<file path="src/rtl/ram_pkg.sv">
// Shared definitions for the byte-enable dual-port RAM: FSM states,
// default parameter values and the byte-lane width helper.
package ram_pkg;

  // INIT sweeps zeros through the array; READY serves the two ports.
  typedef enum logic {
    INIT  = 1'b0,
    READY = 1'b1
  } ram_state_e;

  localparam int DEF_DATA_WIDTH  = 8;
  localparam int DEF_ADDR_WIDTH  = 4;
  localparam int DEF_DEPTH       = 16;
  localparam int DEF_RD_LATENCY  = 1;
  localparam int DEF_WRITE_FIRST = 0;
  localparam int DEF_BE_WIDTH    = DEF_DATA_WIDTH / 8;

  // Number of byte lanes in a word of the given width.
  function automatic int be_width(input int data_width);
    return data_width / 8;
  endfunction

endpackage

</file>
<file path="src/rtl/ram_rd_pipe.sv">
// Optional second read stage: delays read data and valid by one cycle.
// Data is only loaded on a valid beat so the output holds between reads.
module ram_rd_pipe #(
  parameter int DATA_WIDTH = 8
) (
  input  logic                  clk,
  input  logic                  rst,
  input  logic                  in_valid,
  input  logic [DATA_WIDTH-1:0] in_data,
  output logic                  out_valid,
  output logic [DATA_WIDTH-1:0] out_data
);

  // Register stage; reset drops any beat in flight.
  always_ff @(posedge clk) begin
    if (rst) begin
      out_valid <= 1'b0;
      out_data  <= '0;
    end else begin
      out_valid <= in_valid;
      if (in_valid) out_data <= in_data;
    end
  end

endmodule

</file>
<file path="src/rtl/ram_dp_be.sv">
// Simple dual-port RAM (one write port, one read port) with byte enables,
// 1- or 2-cycle read latency, selectable read-during-write policy and a
// zero-fill sweep after every reset.
//
// Port protocol: there is no back-pressure. In READY every cycle with
// wr_en high is a write and every cycle with rd_en high is a read; each
// read yields exactly one rd_valid pulse RD_LATENCY cycles later unless a
// reset intervenes. During INIT both requests are dropped silently.
module ram_dp_be
  import ram_pkg::*;
#(
  parameter int DATA_WIDTH  = DEF_DATA_WIDTH,
  parameter int ADDR_WIDTH  = DEF_ADDR_WIDTH,
  parameter int DEPTH       = DEF_DEPTH,
  parameter int RD_LATENCY  = DEF_RD_LATENCY,
  parameter int WRITE_FIRST = DEF_WRITE_FIRST
) (
  input  logic                    clk,
  input  logic                    rst,
  output logic                    init_busy,
  input  logic                    wr_en,
  input  logic [ADDR_WIDTH-1:0]   wr_addr,
  input  logic [DATA_WIDTH/8-1:0] wr_be,
  input  logic [DATA_WIDTH-1:0]   wr_data,
  input  logic                    rd_en,
  input  logic [ADDR_WIDTH-1:0]   rd_addr,
  output logic [DATA_WIDTH-1:0]   rd_data,
  output logic                    rd_valid,
  output logic                    addr_err
);

  localparam int BE_WIDTH = be_width(DATA_WIDTH);
  // One extra counter bit so DEPTH == 2**ADDR_WIDTH needs no wrap logic.
  localparam logic [ADDR_WIDTH:0] DEPTH_W = (ADDR_WIDTH + 1)'(DEPTH);
  localparam logic [ADDR_WIDTH:0] LAST_W  = (ADDR_WIDTH + 1)'(DEPTH - 1);

  ram_state_e            state_q, state_d;
  logic [ADDR_WIDTH:0]   cnt_q;
  logic [DATA_WIDTH-1:0] mem [DEPTH];

  logic                  ready;
  logic                  wr_ok, rd_ok;
  logic                  wr_go, rd_go;
  logic [DATA_WIDTH-1:0] rd_word;
  logic                  s1_valid;
  logic [DATA_WIDTH-1:0] s1_data;
  logic                  err_q;

  assign ready     = (state_q == READY);
  assign init_busy = (state_q == INIT);
  assign wr_ok     = ({1'b0, wr_addr} < DEPTH_W);
  assign rd_ok     = ({1'b0, rd_addr} < DEPTH_W);
  assign wr_go     = ready && wr_en && wr_ok;
  assign rd_go     = ready && rd_en;
  assign addr_err  = err_q;

  // Next-state: leave INIT once the last word is being cleared.
  always_comb begin
    state_d = state_q;
    case (state_q)
      INIT:    if (cnt_q == LAST_W) state_d = READY;
      READY:   state_d = READY;
      default: state_d = INIT;
    endcase
  end

  // State register and sweep counter; reset restarts the sweep at word 0.
  always_ff @(posedge clk) begin
    if (rst) begin
      state_q <= INIT;
      cnt_q   <= '0;
    end else begin
      state_q <= state_d;
      if (state_q == INIT) cnt_q <= cnt_q + (ADDR_WIDTH + 1)'(1);
    end
  end

  // Storage: zero-fill during INIT, byte-merged writes in READY.
  // The array itself is untouched on the reset edge.
  always_ff @(posedge clk) begin
    if (!rst) begin
      if (state_q == INIT) begin
        mem[cnt_q[ADDR_WIDTH-1:0]] <= '0;
      end else if (wr_go) begin
        for (int b = 0; b < BE_WIDTH; b++) begin
          if (wr_be[b]) mem[wr_addr][8*b +: 8] <= wr_data[8*b +: 8];
        end
      end
    end
  end

  // Read word: zero out of range, optional bypass of enabled write bytes.
  always_comb begin
    rd_word = '0;
    if (rd_ok) begin
      rd_word = mem[rd_addr];
      if ((WRITE_FIRST != 0) && wr_go && (wr_addr == rd_addr)) begin
        for (int b = 0; b < BE_WIDTH; b++) begin
          if (wr_be[b]) rd_word[8*b +: 8] = wr_data[8*b +: 8];
        end
      end
    end
  end

  // First read stage and the shared out-of-range flag (one pulse per cycle).
  always_ff @(posedge clk) begin
    if (rst) begin
      s1_valid <= 1'b0;
      s1_data  <= '0;
      err_q    <= 1'b0;
    end else begin
      s1_valid <= rd_go;
      if (rd_go) s1_data <= rd_word;
      err_q <= ready && ((wr_en && !wr_ok) || (rd_en && !rd_ok));
    end
  end

  generate
    if (RD_LATENCY == 2) begin : g_lat2
      ram_rd_pipe #(
        .DATA_WIDTH(DATA_WIDTH)
      ) u_rd_pipe (
        .clk      (clk),
        .rst      (rst),
        .in_valid (s1_valid),
        .in_data  (s1_data),
        .out_valid(rd_valid),
        .out_data (rd_data)
      );
    end else begin : g_lat1
      assign rd_valid = s1_valid;
      assign rd_data  = s1_data;
    end
  endgenerate

endmodule

</file>
<file path="config.mk">
export PLATFORM = sky130hd
export DESIGN_NAME = ram_dp_be
export DESIGN_NICKNAME = d
export VERILOG_FILES = /design/src/rtl/ram_pkg.sv /design/src/rtl/ram_rd_pipe.sv /design/src/rtl/ram_dp_be.sv
export SDC_FILE = /design/constraint.sdc
export NUM_CORES = 1
export LEC_CHECK = 0
export BUFFER_PORTS_ARGS = -buffer_cell sky130_fd_sc_hd__clkbuf_2
export CAP_MARGIN = 20
export CORE_ASPECT_RATIO = 0.75
export CORE_UTILIZATION = 54
export CTS_CLUSTER_SIZE = 12
export DETAILED_ROUTE_END_ITERATION = 10
export PLACE_DENSITY = 0.75
export SLEW_MARGIN = 20
export SYNTH_ARGS = -nofsm -noshare
export SYNTH_HDL_FRONTEND = slang
export SYNTH_SLANG_ARGS = --single-unit
</file>
<file path="constraint.sdc">
create_clock -name clk -period 1.9 [get_ports clk]
set_input_delay 0.19 -clock clk [delete_from_list [all_inputs] [get_ports clk]]
set_output_delay 0.19 -clock clk [all_outputs]
set_load 0.1 [all_outputs]
</file>
# Word-level counts from Yosys, hierarchy flattened
# Memory sizes are Yosys's and may differ from the RTL's. A register that Yosys moved wholly into a read port is not among the register bits.
# Index checks and enable logic that the tools add are counted.
[classes] n_addsub=1 eq_ne=1 n_mux=13 bitwise_logic=1 reduce_logical=3
[op_table] cell="two-way mux 1 bit" count=10
[op_table] cell="two-way mux 8 bit" count=1
[op_table] cell="OR reduction 8 bit" count=1
[op_table] cell="adder 5 x 1 -> 5 bit, second input constant" count=1
[op_table] cell="== test 5 x 4 -> 1 bit, second input constant" count=1
[op_table] cell="two-way mux 4 bit" count=1
[op_table] cell="logical AND 1 bit" count=2
[op_table] cell="one-hot mux 1 bit (2 select lines)" count=1
[op_table] cell="NOT 1 bit" count=1
[word_totals] ff_bits=7 ramBits=128 in_bits=21 out_inout_bits=11 wordCells=23 mem_count=1
[memory_table] memory="mem" words=16 word_bits=8 read_ports=1 rd_clocked_by_memory_dff=1 write_ports=1 line="ram_dp_be.sv:39" rtl="logic [DATA_WIDTH-1:0] mem [DEPTH];"

# Longest topological paths before layout
# Gate-level depths: netlist of run 1.
[logic_depth] depth_word=7 depth_mapped=7

# Least setup slack after synthesis of run 1
# Ideal clock, no wire load.
[synth_timing] kind="in2reg" from="input port rst" to="memory mem[1][0], enable pin" setup_ns=0.370 arrival_ns=1.508 t_required_ns=1.530 setup_slack_ns=0.022 path_stages=6 cell_sequence="clkbuf_8 -> and4b_1 -> buf_2 -> clkbuf_1 -> a31oi_1 -> nor2_1"
[synth_between] elab_chain_cells=4 elab_cells_between_ends=7
[synth_rtl] item="start: declaration" line="ram_dp_be.sv:19" rtl="input logic rst,"
[synth_rtl] item="two-way mux 1 bit" line="ram_dp_be.sv:81" rtl="if (!rst) begin"
[synth_rtl] item="two-way mux 1 bit (implied by the code)" line="ram_dp_be.sv:86" rtl="if (wr_be[b]) mem[wr_addr][8*b +: 8] <= wr_data[8*b +: 8];"
[synth_rtl] item="OR reduction 8 bit (no source line)"
[synth_rtl] item="two-way mux 4 bit (no source line) or two-way mux 1 bit (tied branches)"
[synth_rtl] item="end: declaration" line="ram_dp_be.sv:39"
# Parallel ways exist; a longest one is shown, timed or not.

# Worst setup path in the final report of run 1
[layout_timing] from="register state_q (netlist: ready)" to="memory mem[4][0], enable pin"
[layout_between] elab_chain_cells=7 elab_cells_between_ends=11
[layout_rtl] item="start: declaration" line="ram_dp_be.sv:37" rtl="ram_state_e state_q, state_d;"
[layout_rtl] item="start signal: assignment" line="ram_dp_be.sv:73" rtl="state_q <= state_d;"
[layout_rtl] item="logical AND 1 bit" line="ram_dp_be.sv:53" rtl="assign wr_go = ready && wr_en && wr_ok;"
[layout_rtl] item="two-way mux 1 bit" line="ram_dp_be.sv:84" rtl="end else if (wr_go) begin"
[layout_rtl] item="two-way mux 1 bit" line="ram_dp_be.sv:82" rtl="if (state_q == INIT) begin"
[layout_rtl] item="two-way mux 1 bit" line="ram_dp_be.sv:81"
[layout_rtl] item="two-way mux 1 bit (implied by the code)" line="ram_dp_be.sv:86"
[layout_rtl] item="OR reduction 8 bit (no source line)"
[layout_rtl] item="two-way mux 4 bit (no source line) or two-way mux 1 bit (tied branches)"
# Parallel ways exist; a longest one is shown, timed or not.

==> results of run 1 <==
==> per-layer routing <==
layer | GRT usage (%) | vias up
li1 | - | 1360
met1 | 31.09 | 1552
met2 | 33.43 | 106
met3 | 6.716 | 12
met4 | 8.539 | 0
met5 | 0 | -
==> what timing repair did <==
| action | in CTS | in global routing |
|---|---|---|
| setup endpoints to repair | 32 | 166 |
| hold buffers | 0 | 0 |
| gates resized for setup | 2 | 17 |
| pin swaps | 0 | 4 |
==> synth_stat cells (all sizes together) <==
cell type and count:
nor4 1, nor3b 2, and2 9, nor2 25, mux2i 10, a221o 1
nand4 1, o22ai 1, conb 1, clkbuf 4, nand4b 1, nand2 5
xnor2 1, nor2b 2, mux4 30, buf 11, a22oi 7, nand2b 4
xor2 2, and3b 1, or2 2, nor3 1, and4b 1, a2111oi 1
dfxtp 15, a31oi 4, and3 2, mux2 11, ha 2, inv 4
clkdlybuf4s25 1, o21ai 7, edfxtp 128, a21oi 4
==> layout by cell type (no fill, tap or decap), types with 3 or more instances in the layout <==
master and n:
nand2b_1 4, clkbuf_2 30, nor2_2 5, mux2i_1 10
mux2_2 11, a21oi_1 4, buf_4 25, mux4_2 7
nand2_1 4, clkbuf_16 17, edfxtp_1 128, buf_6 6
nor2_1 20, bufinv_16 7, clkbuf_8 4, dfxtp_1 15
and2_2 3, inv_1 4, mux4_1 23, and2_1 6
a22oi_1 7, o21ai_1 7
==> path summary, 6_finish.rpt <==
check,end,cells after the start
setup / recovery,mem[4][0],5
hold / removal,cnt_q[2],3
setup reg to reg,mem[4][0],5
hold reg to reg,cnt_q[4],2
==> sequential cells by signal (all words and copies together) (netlist names) <==
register,flops
mem,128
rd_data,8
cnt_q,5
rd_valid,1
ready,1
==> critical path, stage by stage, from the launching register on <==
cell and delay [ns]:
dfxtp_1 0.33, and4b_2 0.25, buf_4 0.17, nor3_1 0.20, a31oi_2 0.12, nor2_2 0.45
==> per-stage QoR <==
stage	instance area, µm²	setup slack, ns
after floorplan	5804	0.02167
after global placement	6225	0.002460
after detailed placement	6225	-0.1127
after CTS	6943	-0.1133
after global routing	7002	-0.08097
final	7002	0.01053
==> cell type report <==
type,count,area [µm²]
fillers,674,3368
well taps,136,170.2
multi-input cells,139,1534
flip-flops and latches,143,4144
clock buffers,22,484.2
repair buffers,62,425.4
clock inverters,10,229.0
inverters,4,15.01
==> cells by family (layout without fill, tap and decap cells) <==
kind of cell | after synthesis | count (layout) | share of synthesized area [%]
flops | 143 | 143 | 71.39
simple gates | 57 | 57 | 5.066
mux | 51 | 51 | 16.99
compound gates | 25 | 25 | 2.716
buf+inv | 20 | 98 | 2.888
xor+xnor | 3 | 3 | 0.4528
fa+ha+maj | 2 | 2 | 0.4311
other cells | 1 | 1 | 0.06461
==> power by group through the flow <==
stage / combinational, mW / sequential (mW) / clock (mW)
6_report: 0.286 / 3.43 / 3.94
5_1_grt: 0.306 / 3.44 / 4.10
4_1_cts: 0.279 / 3.43 / 3.97
3_5_place_dp: 0.276 / 3.50 / 0
3_3_place_gp: 0.267 / 3.50 / 0
2_1_floorplan: 0.194 / 3.49 / 0
==> impl_metrics.csv, run 1 <==
group,metric,value,unit
timing,post-route-min-period,1.889,ns
layout,diodes,0,
die,dieHeight,91.79,µm
timing,slew_viol_final,0,
setup_path,critPathMaxFanout,8,
cts,htree_levels,4,
global_route,grt_max_degree,21,
die,rows,32,
routing,route.final.wire_length,11450,µm
routing,drt.antenna.violating_nets,0,
cts,cts_sinks,143,
timing,rsz0062_at_grt,"true",
power,p_int,6.288,mW
setup_path,arrival,1.94,ns
layout,utilization,67.52,%
routing,met2RoutedLength,5322,µm
timing,worst_pin_slew,0.6109,ns
outcome,status,"complete, no violations",
timing,setup_tns,0,ns
timing,hold_ws,0.1196,ns
placement,port_buffers,30,
power,swShare,17.89,%
power,total_power,7.658,mW
cts,cts-root-buf,"clkbuf_16",
cts,path_clk_slew,0.05,ns
layout,area_delta_synth_final,20.63,%
routing,drt-initial-drc-count,298,
setup_path,path_class,"reg -> reg",
routing,dr.pass1.iters,4,
cts,clock_latency,0.41,ns
timing,skew,0.003465,ns
cts,clk_path_buf_depth,2,
cts,cts_tree,"yes",
yosys,synth_top_area_cell,"edfxtp_1",
yosys,syn_area_per_cell,19.22,µm²
cts,cts-buffers-inserted,17,
timing,slew_headroom,59.27,%
power,power_frac_comb,3.7,%
placement,dp_cells,484,
job,cap_viol_max_count,0,
die,dieArea,11170,µm²
yosys,yosys.area.top_type_share,66.22,%
routing,drt_drc_violations_left,0,
timing,final.period_utilization,99.45,%
die,fp.dieW,121.7,µm
setup_path,cp-start-kind,"flip-flop",
power,pwr-share-seq,44.8,%
timing,finalHoldViolCount,0,
power,leakage,2.767,nW
power,p_sw,1.370,mW
power,ir_drop,0.7066,mV
routing,drt-met1-wl,5252,µm
routing,viasPerCell,5.872,
setup_path,crit_path_start,"ready",
setup_path,crit_path_end_kind,"flip-flop",
yosys,synth-seq-cells,143,
hold_path,worstHoldStart,"rst",
global_route,antenna_found_initial,0,
global_route,grt_pass1_wl,17090,µm
yosys,syn-num-nets,325,
layout,nNetsFinal,390,
yosys,netlist_instances,302,
yosys,synth_area_leaders,"edfxtp_1 66%, mux4_1 10%, dfxtp_1 5.2%, mux4_2 2.7%, mux2_2 2.1%",
global_route,grt-ovfl-total,0,
setup_path,r2r_slack,0.01,ns
placement,gp_congestion,0.7920,
setup_path,required,1.95,ns
hold_path,holdCritPathClass,"in -> reg",
routing,route.met3.wl,730,µm
routing,wl_per_cell,22.19,µm
global_route,grt_pass1_vias,3037,
layout,drive_gt1_share,33.68,%
yosys,ys_seq_area_share,71.39,%
timing,finalSetupViolCount,0,
setup_path,r2r_start,"ready",
die,core_area,10370,µm²
yosys,synth_cell_type_count,42,
placement,dp_hpwl,7357,µm
power,p_clk_share,51.4,%
die,io_pins,32,
yosys,syn_area,5804,µm²
yosys,yosys_warnings,0,
global_route,grt.total_usage,22.38,%
routing,highest_layer,"met4",
layout,finalNonFillerCells,516,
die,initial_core_util,55.97,%
routing,num_vias,3030,
power,power.density,1094,nW/µm²
timing,fmax,0.5293,GHz
cts,post_cts_buffers,0,
No activity file was read; power rests on OpenSTA's default activity.
==> run 2: changes to the inputs <==
--- a/config.mk
+++ b/config.mk
@@ -5,12 +5,12 @@
 export SDC_FILE = /design/constraint.sdc
 export NUM_CORES = 1
 export LEC_CHECK = 0
-export BUFFER_PORTS_ARGS = -buffer_cell sky130_fd_sc_hd__clkbuf_2
 export CAP_MARGIN = 20
 export CORE_ASPECT_RATIO = 0.75
-export CORE_UTILIZATION = 54
+export CORE_UTILIZATION = 57
 export CTS_CLUSTER_SIZE = 12
 export DETAILED_ROUTE_END_ITERATION = 10
+export DONT_BUFFER_PORTS = 1
 export PLACE_DENSITY = 0.75
 export SLEW_MARGIN = 20
 export SYNTH_ARGS = -nofsm -noshare
==> run 2 against run 1 <==
Die area down 5.2%. Critical path depth up 1. Clock skew up 0.0028 ns. Cell area down 3.6%. Count of clock-buffer cells in the layout down 5. Sequential power about the same. Hold slack worse by 0.094 ns. Via count down 5.2%. First-iteration DRC count down 45%. Global-route usage up 0.34 points. Final cell count down 5.8%. Critical endpoint is now mem[13][5].
==> impl_metrics.csv, run 2 (synthesized netlist as in run 1, its figures left out) <==
group,metric,value,unit
outcome,status,"complete, no violations",
die,initial_core_util,59.38,%
global_route,grt_pass1_wl,16720,µm
layout,final_common_cell,"edfxtp_1",
layout,drive_gt1_share,25.14,%
cts,htree_levels,4,
cts,cts-root-buf,"clkbuf_16",
timing,finalSetupViolCount,0,
timing,setup_tns,0,ns
timing,final.period_utilization,95.40,%
routing,drt-initial-drc-count,163,
cts,post_cts_buffers,0,
layout,seq_area,4144,µm²
cts,cts_sinks,143,
routing,num_vias,2871,
power,ir_drop,0.8679,mV
die,rows,31,
layout,finalNonFillerCells,486,
global_route,grt_max_degree,36,
timing,slew_headroom,58.69,%
die,fp.dieW,118.5,µm
global_route,grt-ovfl-total,0,
placement,port_buffers,0,
layout,utilization,69.07,%
global_route,grt_pass1_vias,2961,
die,io_pins,32,
setup_path,arrival,1.98,ns
setup_path,required,2.06,ns
layout,area_delta_synth_final,16.32,%
setup_path,r2r-end,"mem[13][5]",
cts,clk_path_buf_depth,2,
layout,diodes,0,
cts,path_clk_slew,0.06,ns
placement,pre_cts_ws,0.1238,ns
timing,rsz0062_at_grt,"false",
routing,wl_per_cell,22.61,µm
setup_path,r2r_slack,0.09,ns
timing,worst_pin_slew,0.6196,ns
routing,drt_drc_violations_left,0,
layout,largest_register_ffs,128,
die,dieHeight,89.39,µm
layout,multiInputGateArea,1511,µm²
timing,finalHoldViolCount,0,
setup_path,cpLargestDelayFamily,"simple AND/OR/NAND/NOR gates",
routing,viasPerCell,5.907,
job,cap_viol_max_count,0,
setup_path,path_buf_inv,2,
routing,drt.antenna.violating_nets,0,
power,power.density,1060,nW/µm²
setup_path,path_common_cell,"buf_4",
setup_path,cp-start-kind,"flip-flop",
setup_path,worst_path_max_delay_cell,"dfxtp_1",
timing,fmax,0.5517,GHz
setup_path,critPathMaxFanout,13,
layout,fillers,639,
setup_path,crit_chain,"and4b_1, buf_4, nor3b_1, a31oi_1, nor2_1, buf_4",
layout,top_register,"mem",
placement,gp_congestion,0.8280,
hold_path,worstHoldPathCells,1,
hold_path,worstHoldStart,"rst",
setup_path,crit_path_end_kind,"flip-flop",
die,core_area,9774,µm²
global_route,grt.total_usage,22.71,%
timing,fin_ws,0.08742,ns
setup_path,r2r_start,"ready",
setup_path,r2r_cells,6,
cts,clock_latency,0.41,ns
cts,cts-buffers-inserted,17,
timing,post-route-min-period,1.813,ns
routing,dr.pass1.iters,4,
power,leakage,2.607,nW
hold_path,holdCritPathClass,"in -> reg",
die,dieArea,10590,µm²
setup_path,path_class,"reg -> reg",
setup_path,max_stage_delay,0.32,ns
global_route,antenna_found_initial,0,
power,total_power,7.157,mW
placement,dp_cells,450,
hold_path,worstHoldEndpoint,"rd_valid",
layout,nNetsFinal,364,
timing,slew_viol_final,0,
layout,final_cell_mix,"128 x edfxtp_1, 32 x buf_4, 25 x nor2_1, 23 x mux4_1, 17 x clkbuf_16",
routing,route.final.wire_length,10990,µm
timing,skew,0.006260,ns
cts,cts_tree,"yes",
placement,dp_hpwl,6812,µm
run 2: power by group:
part	internal, mW	leakage (nW)	switching [mW]	total [mW]
sequential	3.42	1.48	0.0141	3.43
combinational	0.111	0.819	0.0935	0.205
clock	2.22	0.310	1.30	3.52
total	5.75	2.61	1.41	7.16
run 2: per-layer routing:
metal / vias to the layer above / part of all wire [%] / global-route usage [%]
li1: 1302 / - / -
met1: 1467 / 47 / 31.73
met2: 90 / 46 / 34.24
met3: 12 / 6.9 / 7.334
met4: 0 / 0.83 / 7.940
met5: - / 0 / 0
run 2: timing repair:
action | CTS | global route
endpoints found under the setup margin | 0 | 71
gates resized for setup | 0 | 3
hold buffers | 3 | 1
endpoints found under the hold margin | 11 | 1
run 2: layout make-up:
type                    instances  area share, %
clock buffers                  17          6.301
multi-input cells             139          22.39
clock inverters                15          3.113
well taps                     132          2.446
flip-flops and latches        143          61.38
repair buffers                 36          4.151
inverters                       4         0.2224
run 2: worst max path at each step:
| stage | from | endpoint | cells past startpoint |
|---|---|---|---|
| 2_1_floorplan | rst | mem[1][0] | 6 |
| 3_3_place_gp | ready | mem[10][5] | 6 |
| 3_5_place_dp | ready | mem[3][1] | 6 |
| 4_1_cts | ready | mem[3][4] | 6 |
| 5_1_grt | ready | mem[4][0] | 5 |
| 6_report | ready | mem[13][5] | 6 |
run 2: worst reg2reg max path: stages, from the launching register on:
cell and delay (ns):
dfxtp_1 0.32, and4b_1 0.32, buf_4 0.25, nor3b_1 0.08, a31oi_1 0.31, nor2_1 0.08
buf_4 0.19
run 2: metrics by stage:
step                hold slack [ns]  cell area [µm²]
finish                      0.02592             6751
global route               0.006380             6751
CTS                        0.002920             6723
detailed placement           0.2666             6057
global placement             0.2649             6057
floorplan                    0.3943             5804
==> run 3: changes to the inputs <==
--- a/config.mk
+++ b/config.mk
@@ -12,6 +12,7 @@
 export DETAILED_ROUTE_END_ITERATION = 10
 export DONT_BUFFER_PORTS = 1
 export PLACE_DENSITY = 0.75
+export RECOVER_POWER = 100
 export SLEW_MARGIN = 20
 export SYNTH_ARGS = -nofsm -noshare
 export SYNTH_HDL_FRONTEND = slang
==> run 3 against run 2 <==
Register-to-register slack is essentially flat. Die area unchanged. Final cell count did not move. Sequential cell count did not move. Count of clock-buffer cells in the layout unchanged. Clock power about the same. Worst setup slack got worse by 0.015 ns. Combinational power shrank 2%. Routed wire length rose by 0.33%. Critical path type unchanged.
==> impl_metrics.csv, run 3 (synthesized netlist as in run 1, its figures left out) <==
group,metric,value,unit
cts,clk_path_buf_depth,2,
layout,nNetsFinal,364,
die,initial_core_util,59.38,%
cts,htree_levels,4,
cts,cts-root-buf,"clkbuf_16",
layout,seq_area,4144,µm²
layout,final_area,6716,µm²
timing,slew_headroom,58.20,%
global_route,grt_pass1_wl,16720,µm
setup_path,path_class,"reg -> reg",
timing,slew_viol_final,0,
global_route,grt-ovfl-total,0,
placement,port_buffers,0,
die,core_area,9774,µm²
power,total_power,7.152,mW
layout,top_register,"mem",
timing,skew,0.006250,ns
setup_path,crit_path_end_kind,"flip-flop",
setup_path,path_common_cell,"buf_4",
routing,dr.pass1.iters,4,
placement,gp_congestion,0.8280,
hold_path,holdCritPathClass,"in -> reg",
placement,place_area,6057,µm²
power,leakage,2.598,nW
layout,diodes,0,
layout,area_delta_synth_final,15.71,%
setup_path,crit_chain,"and4b_1, buf_4, nor3b_1, a31oi_1, nor2_1, buf_4",
job,cap_viol_max_count,0,
timing,worst_pin_slew,0.6270,ns
power,power.density,1065,nW/µm²
timing,rsz0062_at_grt,"false",
setup_path,critPathMaxFanout,13,
routing,viasPerCell,5.947,
global_route,grt.total_usage,22.71,%
layout,multiInputGateArea,1511,µm²
outcome,status,"complete, no violations",
placement,dp_hpwl,6812,µm
timing,finalHoldViolCount,0,
routing,route.final.wire_length,11020,µm
timing,post-route-min-period,1.827,ns
setup_path,cp-start-kind,"flip-flop",
routing,wl_per_cell,22.68,µm
die,fp.dieW,118.5,µm
layout,final_common_cell,"edfxtp_1",
cts,cts_tree,"yes",
timing,final.period_utilization,96.17,%
die,dieArea,10590,µm²
die,dieHeight,89.39,µm
layout,fillers,649,
die,io_pins,32,
timing,hold_ws,0.02708,ns
setup_path,worst_path_max_delay_cell,"dfxtp_1",
global_route,antenna_found_initial,0,
global_route,grt_pass1_vias,2961,
setup_path,max_stage_delay,0.32,ns
layout,largest_register_ffs,128,
cts,cts_sinks,143,
setup_path,required,2.06,ns
layout,drive_gt1_share,24.58,%
timing,setup_tns,0,ns
die,rows,31,
layout,final_cell_mix,"128 x edfxtp_1, 25 x nor2_1, 23 x mux4_1, 17 x clkbuf_16, 15 x dfxtp_1",
global_route,grt_max_degree,36,
cts,cts-buffers-inserted,17,
power,ir_drop,0.8667,mV
routing,num_vias,2890,
cts,clock_latency,0.41,ns
timing,fmax,0.5473,GHz
routing,drt.antenna.violating_nets,0,
setup_path,arrival,1.99,ns
routing,drt-initial-drc-count,216,
timing,finalSetupViolCount,0,
routing,drt_drc_violations_left,0,
cts,path_clk_slew,0.06,ns
[run 3: cell count changes in the layout (fill, tap and decap cells not counted), sizes merged]
cell and delta:
clkbuf +17, buf -17
[run 3: timing repair]
item / in CTS / in global routing
setup buffers: 0 / 0
resized for setup: 0 / 3
hold endpoints to repair: 11 / 1
hold buffers: 3 / 1
endpoints found under the setup margin: 0 / 71
[run 3: final cells by class]
| type | count | area share (%) |
|---|---|---|
| multi-input combinational | 139 | 22.50 |
| tap | 132 | 2.459 |
| timing repair buffer | 36 | 3.651 |
| sequential | 143 | 61.70 |
| inverter | 4 | 0.2235 |
| clock inverter | 15 | 3.130 |
| clock buffer | 17 | 6.334 |
[run 3: final timing paths]
check	from	end	slack, ns	depth (start not counted)
max	ready	mem[5][6]	0.07	6
max reg2reg	ready	mem[5][6]	0.07	6
min reg2reg	rd_data[6]	rd_data[6]	0.49	1
min	rst	rd_valid	0.03	1
[run 3: layer usage]
metal	up-vias	wire length (µm)	track usage (%)
met5	-	0	0
met4	0	72	7.940
met3	7	616	7.334
met2	91	5030	34.24
met1	1487	5303	31.73
li1	1305	-	-
[run 3: per-stage QoR]
stage | utilization [%] | setup WS [ns] | std cells
after floorplan | - | 0.02167 | 302
after CTS | 68.78 | 0.1033 | 485
after global routing | 68.71 | 0.001059 | 486
after global placement | 61.97 | 0.1808 | 450
final | 68.71 | 0.07283 | 486
after detailed placement | 61.97 | 0.1238 | 450
[run 3: critical path: cells and delay by family (launching register included)]
kind                   cells  cell delay, ns
buffers and inverters      2            0.45
and+or+nand+nor            3            0.48
DFF                        1            0.32
AOI/OAI and AO/OA          1            0.32
[run 3: power by group]
part	internal [mW]	switching (mW)	leakage (nW)
clock network	2.22	1.30	0.310
logic	0.108	0.0934	0.810
registers	3.42	0.0143	1.48
